**src/rtl/c3lib_ckdiv_inv_prog.sv**
```systemverilog
// Programmable glitch-free clock divider with runtime polarity; outputs fully registered on clk.
// Config is shadowed and only takes effect on a period boundary (wrap edge, or any edge while idle).
module c3lib_ckdiv_inv_prog #(
   parameter int   DIV_W       = 4,
   parameter int   DEFAULT_DIV = 2,
   parameter logic DEFAULT_INV = 1'b0
) (
   input  logic             clk,
   input  logic             rst_n,
   input  logic             clk_en,
   input  logic [DIV_W-1:0] cfg_div,
   input  logic             cfg_inv,
   input  logic             cfg_load,
   output logic             cfg_ack,
   output logic             busy,
   output logic             clk_out
);

   typedef enum logic [1:0] {IDLE, RUN, STOP} state_t;

   localparam logic [DIV_W-1:0] ONE     = DIV_W'(1);
   localparam logic [DIV_W-1:0] TWO     = DIV_W'(2);
   localparam logic [DIV_W-1:0] DEF_DIV = DIV_W'(DEFAULT_DIV);

   state_t           state_q, state_d;
   logic [DIV_W-1:0] cnt_q, cnt_d;
   logic [DIV_W-1:0] div_q, div_d;
   logic             inv_q, inv_d;
   logic [DIV_W-1:0] sdiv_q, sdiv_d;
   logic             sinv_q, sinv_d;
   logic             pend_q, pend_d;
   logic             ack_q, ack_d;
   logic             out_q, out_d;

   logic             wrap;
   logic             boundary;
   logic             apply;
   logic             inv_nxt;
   logic [DIV_W-1:0] cnt_inc;
   logic [DIV_W-1:0] half;

   always_comb begin
      state_d  = state_q;
      cnt_d    = cnt_q;
      div_d    = div_q;
      inv_d    = inv_q;
      sdiv_d   = sdiv_q;
      sinv_d   = sinv_q;
      pend_d   = pend_q;
      ack_d    = 1'b0;
      out_d    = out_q;

      wrap     = (cnt_q == (div_q - ONE));
      boundary = (state_q == IDLE) || wrap;
      apply    = pend_q && boundary;
      inv_nxt  = apply ? sinv_q : inv_q;
      cnt_inc  = cnt_q + ONE;
      half     = div_q >> 1;

      // Apply the old shadow before capturing a simultaneous load, so the new one stays pending.
      if (apply) begin
         div_d  = sdiv_q;
         inv_d  = sinv_q;
         pend_d = 1'b0;
         ack_d  = 1'b1;
      end
      if (cfg_load) begin
         sdiv_d = (cfg_div < TWO) ? TWO : cfg_div;
         sinv_d = cfg_inv;
         pend_d = 1'b1;
      end

      case (state_q)
         IDLE: begin
            cnt_d = '0;
            if (clk_en) begin
               state_d = RUN;
               out_d   = ~inv_nxt;
            end else begin
               out_d   = inv_nxt;
            end
         end
         RUN, STOP: begin
            if (wrap) begin
               cnt_d = '0;
               if (clk_en) begin
                  state_d = RUN;
                  out_d   = ~inv_nxt;
               end else begin
                  state_d = IDLE;
                  out_d   = inv_nxt;
               end
            end else begin
               // Mid-period the count always continues; clk_en only decides whether the wrap restarts.
               cnt_d   = cnt_inc;
               state_d = clk_en ? RUN : STOP;
               out_d   = (cnt_inc < half) ^ inv_q;
            end
         end
         default: begin
            state_d = IDLE;
            cnt_d   = '0;
            out_d   = inv_q;
         end
      endcase
   end

   always_ff @(posedge clk or negedge rst_n) begin
      if (!rst_n) begin
         state_q <= IDLE;
         cnt_q   <= '0;
         div_q   <= DEF_DIV;
         inv_q   <= DEFAULT_INV;
         sdiv_q  <= DEF_DIV;
         sinv_q  <= DEFAULT_INV;
         pend_q  <= 1'b0;
         ack_q   <= 1'b0;
         out_q   <= DEFAULT_INV;
      end else begin
         state_q <= state_d;
         cnt_q   <= cnt_d;
         div_q   <= div_d;
         inv_q   <= inv_d;
         sdiv_q  <= sdiv_d;
         sinv_q  <= sinv_d;
         pend_q  <= pend_d;
         ack_q   <= ack_d;
         out_q   <= out_d;
      end
   end

   assign cfg_ack = ack_q;
   assign busy    = (state_q != IDLE);
   assign clk_out = out_q;

endmodule

```
**config.mk**
```make
export PLATFORM = sky130hd
export DESIGN_NAME = c3lib_ckdiv_inv_prog
export DESIGN_NICKNAME = d
export VERILOG_FILES = /design/src/rtl/c3lib_ckdiv_inv_prog.sv
export SDC_FILE = /design/constraint.sdc
export NUM_CORES = 1
export LEC_CHECK = 0
export ABC_AREA = 1
export CORE_MARGIN = 2
export CORE_UTILIZATION = 50
export DETAILED_ROUTE_END_ITERATION = 12
export PLACE_DENSITY_LB_ADDON = 0.3
export SETUP_SLACK_MARGIN = 0.3
export SYNTH_ARGS = -nofsm -noshare
export SYNTH_HDL_FRONTEND = slang
export SYNTH_SLANG_ARGS = --single-unit
```
**constraint.sdc**
```tcl
create_clock -name clk -period 2.27 [get_ports clk]
set_input_delay 0.3405 -clock clk [delete_from_list [all_inputs] [get_ports clk]]
set_output_delay 0.3405 -clock clk [all_outputs]
set_load 0.02 [all_outputs]
```
==> key figures, run 1 <==
Timing
  – Peak clock frequency supported by timing: 528 MHz
  – RSZ-0062 raised after global routing: true
  – Worst hold slack across all endpoints: 0.345 ns
  – Skew final: 0.00926 ns
  – Final TNS setup: 0 ns
  – Final critical path time including I/O delays and setup: 1.90 ns
  – Final-report max-slew violation count: 0
  – Final period utilization: 0.835
  – Worst-margin pin slew: 0.427 ns
  – Count of final setup violators: 0
  – Worst rel slew slack: 0.715
  – Final Hold Viols: 0

Final layout
  – Layout Area Growth over Synthesis: 25.9%
  – Combined area of the multi-input logic cells: 544 um^2
  – Inserted Diodes: 0
  – Filler instances: 173
  – Net count, final: 156
  – Utilization after layout: 0.669
  – Post-route cell area: 1310 um^2
  – Area taken by flip-flops and latches: 479 um^2
  – Finished Layout Cells: 167
  – Proportion of layout cells with a drive suffix above 1: 0.250

Logic synthesis
  – Post-synthesis async set-or-reset flop share: 1.00
  – Largest cells by area after synthesis: sky130_fd_sc_hd__dfrtp_1 (41%), sky130_fd_sc_hd__nand2_1 (9.0%), sky130_fd_sc_hd__ha_1 (7.2%)
  – Synthesis-stage register bit count: 19
  – Most used flip-flop cell after synthesis: sky130_fd_sc_hd__dfrtp_1
  – Syn_area_per_cell: 8.61 um^2
  – Net count of the mapped netlist: 136
  – Post-synthesis cell type with the largest combined area: sky130_fd_sc_hd__dfrtp_1
  – Netlist area before placement: 1040 um^2
  – Sequential element share of the synthesized area: 0.459
  – Number of flops mapped to enable cells by yosys: 0
  – Cells after Synth: 121
  – Count of cell types in the netlist: 25
  – YS warnings: 0
  – Yosys top cell area share: 0.408

Placed design
  – Dpl cells: 158
  – Placed instance area: 1170 um^2
  – Placer's final routability congestion estimate: 0.803
  – Post-DP HPWL: 1320 um
  – Port bufs: 11

Die
  – Starting utilization of the core area: 0.531
  – Die Outline Area: 2470 um^2
  – Height of the die: 49.7 um
  – Floorplan die width: 49.7 um
  – Floorplan Core Area: 1960 um^2
  – Number of placement rows: 16
  – Boundary Pins: 12

Global routing
  – Antenna violations before repair: 0
  – Total global-route track usage: 0.167
  – Number of global-route vias before repair: 776
  – Largest net degree at the start of global routing: 20
  – Global-route congestion overflow total: 0
  – Global-route wire length before repair: 3150 um

Clocking
  – Sinks on the clock net: 19
  – Clock root cell: sky130_fd_sc_hd__clkbuf_4
  – Clock latency of the later-clocked register in the worst-skew pair: 0.31 ns
  – TritonCTS Buffers: 3
  – CTS tree: built
  – Hold Buf Count CTS: 0
  – Max clock buf depth: 2
  – Deepest level of the CTS H-tree: 1
  – Clock transition at the registers of the reported paths: 0.11 ns

Power and ir drop
  – Power per Cell Area: 1390 nW/um^2
  – VDD IR max: 0.000804 V
  – Leak Pwr: 0.000647 uW

Setup path
  – Largest fanout on the critical path: 6
  – Biggest cell delay along the critical path: 0.57 ns
  – Setup Crit Path Kind: reg2reg
  – Required time of the critical path: 2.48 ns
  – Worst Path Arrival: 2.11 ns
  – Worst setup EP type: flip-flop
  – Worst path buffer plus inverter count: 1
  – Worst-path cell with the longest stage delay: sky130_fd_sc_hd__dfstp_2
  – Launching element type of the critical path: flip-flop
  – Family of cells with the greatest summed delay on the critical path: simple AND/OR/NAND/NOR gates
  – Ordered cell list for the critical path: inv_2 -> ha_4 -> xor2_1 -> nand2_1 -> nor2_2 -> nand2_2 -> nand2_4 -> nand2_8 -> nand2_4 -> nand3_2 -> nand3_2 -> a21oi_2

Routing
  – Overall routed net length: 1970 um
  – Number of vias after detailed routing: 846
  – Via count normalized by instance count: 5.07
  – Number of search-and-repair iterations in the first detailed-routing pass: 5
  – Wire length per cell: 11.8 um
  – Routed Antenna Nets: 0
  – DRC errors left: 0
  – Metal-1 WL: 910 um
  – Starting DRC count in detailed routing: 13
  – Max layer used: met4
  – Total length of routed met3 wires: 71 um
  – Met2 wirelength from detailed routing: 943 um

Worst hold path
  – Type of the tightest min-delay check: in2async

Run status
  – Outcome: completed

Flow run
  – Max Cap Viol: 0
layer usage:
metal / vias up / track usage
li1: 420 / -
met1: 404 / 0.228
met2: 17 / 0.258
met3: 5 / 0.0182
met4: 0 / 0.0972
met5: - / 0
power by group:
part	switching [uW]	internal, uW
sequential	112	457
clock	107	68.7
combinational	615	467
flip-flops by register name (all words and copies together), names as in the netlist:
signal and cells:
cfg_ack 1, div_q 4, clk_out 1, state_q 2, sinv_q 1, pend_q 1
sdiv_q 4, cnt_q 4, inv_q 1
cell usage in the layout (no fill, tap or decap), types with 2 or more instances in the layout:
cell | netlist | routed
sky130_fd_sc_hd__nand2_1 | 25 | 20
sky130_fd_sc_hd__inv_1 | 20 | 19
sky130_fd_sc_hd__dfrtp_1 | 17 | 16
sky130_fd_sc_hd__clkdlybuf4s50_1 | 0 | 10
sky130_fd_sc_hd__o21ai_0 | 10 | 9
sky130_fd_sc_hd__nor2_1 | 8 | 8
sky130_fd_sc_hd__nand2_2 | 1 | 5
sky130_fd_sc_hd__nand3_2 | 2 | 5
sky130_fd_sc_hd__ha_1 | 6 | 5
sky130_fd_sc_hd__buf_4 | 0 | 5
sky130_fd_sc_hd__nand2_4 | 3 | 4
sky130_fd_sc_hd__inv_2 | 2 | 3
sky130_fd_sc_hd__xor2_1 | 3 | 3
sky130_fd_sc_hd__nand3_1 | 7 | 3
sky130_fd_sc_hd__clkbuf_4 | 0 | 3
sky130_fd_sc_hd__xnor2_1 | 2 | 2
sky130_fd_sc_hd__a21oi_2 | 1 | 2
sky130_fd_sc_hd__o22ai_1 | 2 | 2
sky130_fd_sc_hd__dfstp_2 | 2 | 2
repair_timing:
item                       CTS  global route
setup endpoints to repair    1             1
setup buffers                0             4
gates cloned                 0             1
pin swaps                    0            12
resized for setup            1            18
cell families (layout without fill, tap and decap cells):
kind of cell    Yosys count  in the layout  share of synthesized area
buf+inv                  24             42                     0.0972
compound gates           18             18                      0.102
fa+ha+maj                 6              6                     0.0720
flops                    19             19                      0.459
simple gates             49             50                      0.228
xor+xnor                  5              5                     0.0420
through the flow:
stage / total power, uW / setup WS, ns
global route: 1990 / 0.250
CTS: 1590 / 0.322
detailed placement: 1420 / 0.327
floorplan: 1240 / 0.450
finish: 1830 / 0.374
global placement: 1380 / 0.369
layout make-up:
| cell class | instances | area share |
|---|---|---|
| Sequential cell | 19 | 0.365 |
| Inverter | 22 | 0.0629 |
| Clock buffer | 4 | 0.0200 |
| Multi-Input combinational cell | 79 | 0.415 |
| Tap cell | 27 | 0.0257 |
| Timing Repair Buffer | 16 | 0.112 |
cell usage after synthesis, drive strengths merged (2+ instances only):
cell type	instances
a21oi	3
dfrtp	17
dfstp	2
ha	6
inv	22
nand2	29
nand3	9
nor2	9
o21ai	10
o22ai	2
xnor2	2
xor2	3
path summary, 6_finish.rpt:
check                               start         to  slack, ns  depth (start not counted)
worst min register to register  sdiv_q[1]  sdiv_q[1]       0.48                          2
min in group clk                sdiv_q[1]  sdiv_q[1]       0.48                          2
worst min-delay path                rst_n  sdiv_q[2]       0.35                          2
worst max-delay path             div_q[1]    clk_out       0.37                         12
max in group asynchronous           rst_n   div_q[1]       1.66                          2
worst max register to register   div_q[1]    clk_out       0.37                         12
Power figures use the tool's default switching activity.
==> inputs of run 2 (changes only) <==
Clock period 2.27 ns to 1.9 ns, I/O delays scaled along.
==> run 2 against run 1 <==
Design area rose by 3.2%. Setup slack got worse by 0.31 ns. Clock power rose by 14%. Critical path type unchanged.
==> key figures, run 2 (synthesis gave the netlist of run 1 again) <==
Setup path
  – Worst Path Arrival: 2.03 ns
  – Largest fanout on the critical path: 2
  – Launching element type of the critical path: flip-flop
  – Worst setup EP type: flip-flop
  – Setup Crit Path Kind: reg2reg
  – Worst-case reg-to-reg path depth: 9
  – Biggest cell delay along the critical path: 0.39 ns
  – Worst-path cell with the longest stage delay: sky130_fd_sc_hd__dfrtp_1
  – Required time of the critical path: 2.09 ns
  – Ordered cell list for the critical path: ha_1 -> ha_1 -> a21boi_1 -> o21ai_1 -> nand3b_1 -> nor2_1 -> nor2_1 -> a21oi_1 -> a21oi_2

Routing
  – Wire length per cell: 11.7 um
  – Number of search-and-repair iterations in the first detailed-routing pass: 4
  – Via count normalized by instance count: 4.84
  – Number of vias after detailed routing: 822
  – Overall routed net length: 1980 um
  – DRC errors left: 0
  – Starting DRC count in detailed routing: 6
  – Routed Antenna Nets: 0

Final layout
  – Filler instances: 173
  – Inserted Diodes: 0
  – Proportion of layout cells with a drive suffix above 1: 0.322
  – Net count, final: 159
  – Highest-count cells in the layout ignoring fill and taps: sky130_fd_sc_hd__nand2_1 (20), sky130_fd_sc_hd__inv_1 (17), sky130_fd_sc_hd__dfrtp_1 (17)
  – Regs by FF count: cnt_q x4, div_q x4, sdiv_q x4
  – Layout Area Growth over Synthesis: 30.0%
  – Finished Layout Cells: 170
  – Leading cell type in the layout, fill and taps excluded: sky130_fd_sc_hd__nand2_1

Timing
  – Worst-margin pin slew: 0.301 ns
  – Final Hold Viols: 0
  – Peak clock frequency supported by timing: 545 MHz
  – Final period utilization: 0.966
  – Count of final setup violators: 0
  – Setup WS post-layout: 0.0643 ns
  – RSZ-0062 raised after global routing: true
  – Worst rel slew slack: 0.799
  – Final critical path time including I/O delays and setup: 1.84 ns
  – Skew final: 0.00459 ns
  – Final-report max-slew violation count: 0
  – Worst hold slack across all endpoints: 0.312 ns

Die
  – Boundary Pins: 12
  – Starting utilization of the core area: 0.531
  – Floorplan Core Area: 1960 um^2
  – Floorplan die width: 49.7 um
  – Height of the die: 49.7 um
  – Number of placement rows: 16
  – Die Outline Area: 2470 um^2

Flow run
  – Max Cap Viol: 0

Clocking
  – Hold Buf Count CTS: 0
  – Clock root cell: sky130_fd_sc_hd__clkbuf_4
  – Sinks on the clock net: 19
  – TritonCTS Buffers: 3
  – Clock transition at the registers of the reported paths: 0.11 ns
  – Max clock buf depth: 2
  – CTS tree: built
  – Deepest level of the CTS H-tree: 1
  – Clock latency of the later-clocked register in the worst-skew pair: 0.29 ns

Placed design
  – Port bufs: 11
  – Dpl cells: 161
  – Placer's final routability congestion estimate: 0.825
  – Post-DP HPWL: 1480 um
  – Worst slack at placement: 0.0255 ns

Power and ir drop
  – Power, Total: 2320 uW
  – VDD IR max: 0.000970 V
  – Power per Cell Area: 1710 nW/um^2
  – Leak Pwr: 0.000661 uW

Run status
  – Outcome: completed

Global routing
  – Number of global-route vias before repair: 845
  – Global-route wire length before repair: 3400 um
  – Largest net degree at the start of global routing: 20
  – Total global-route track usage: 0.181
  – Antenna violations before repair: 0
  – Global-route congestion overflow total: 0

Worst hold path
  – Type of the tightest min-delay check: in2async
## run 2: cell count changes in the layout (fill, tap and decap cells not counted), sizes merged
cell | previous run | this run
buf | 5 | 10
dlygate4sd2 | 1 | 0
nand2 | 30 | 29
## run 2: power breakdown
| group | switching (uW) | internal (uW) | leakage [uW] |
|---|---|---|---|
| clock network | 118 | 81.5 | 0.0000150 |
| registers | 111 | 545 | 0.000235 |
| logic | 798 | 665 | 0.000411 |
## run 2: worst paths after layout
| path | slack [ns] | start | end |
|---|---|---|---|
| worst min register to register | 0.52 | sdiv_q[1] | div_q[1] |
| worst min-delay path | 0.31 | rst_n | state_q[0] |
| worst max register to register | 0.06 | cnt_q[1] | clk_out |
| min in group clk | 0.52 | sdiv_q[1] | div_q[1] |
| max in group asynchronous | 1.33 | rst_n | div_q[1] |
| worst max-delay path | 0.06 | cnt_q[1] | clk_out |
## run 2: repair_timing
action,in CTS,in global routing
resized for setup,14,20
pin swaps,4,2
endpoints found under the setup margin,11,14
setup buffers,5,0
## run 2: per-layer routing
layer  track usage  vias up  routed length (um)
met1         0.226      377                 889
li1              -      431                   -
met4        0.0694        0                  26
met3        0.0182        4                  43
met5             0        -                   0
met2         0.322       10                1020
## run 2: per-stage QoR
| step | util | setup TNS, ns | area, um^2 |
|---|---|---|---|
| after global routing | 0.691 | -0.0624 | 1360 |
| after floorplan | - | 0 | 1050 |
| after CTS | 0.666 | 0 | 1310 |
| after global placement | 0.617 | 0 | 1210 |
| final | 0.691 | 0 | 1360 |
| after detailed placement | 0.617 | 0 | 1210 |
## run 2: area by class of cell
type | instances | area, um^2 | area share
inverters | 22 | 82.6 | 0.0609
well taps | 27 | 33.8 | 0.0249
flip-flops and latches | 19 | 478 | 0.353
clock buffers | 4 | 26.3 | 0.0194
multi-input cells | 78 | 548 | 0.404
repair buffers | 20 | 186 | 0.138
## run 2: worst max-delay path: cells and delay by family, from the launching register on
| family | cells | cell delay [ns] |
|---|---|---|
| adders and majority gates | 2 | 0.58 |
| AOI/OAI and AO/OA | 4 | 0.50 |
| DFF | 1 | 0.39 |
| and+or+nand+nor | 3 | 0.26 |
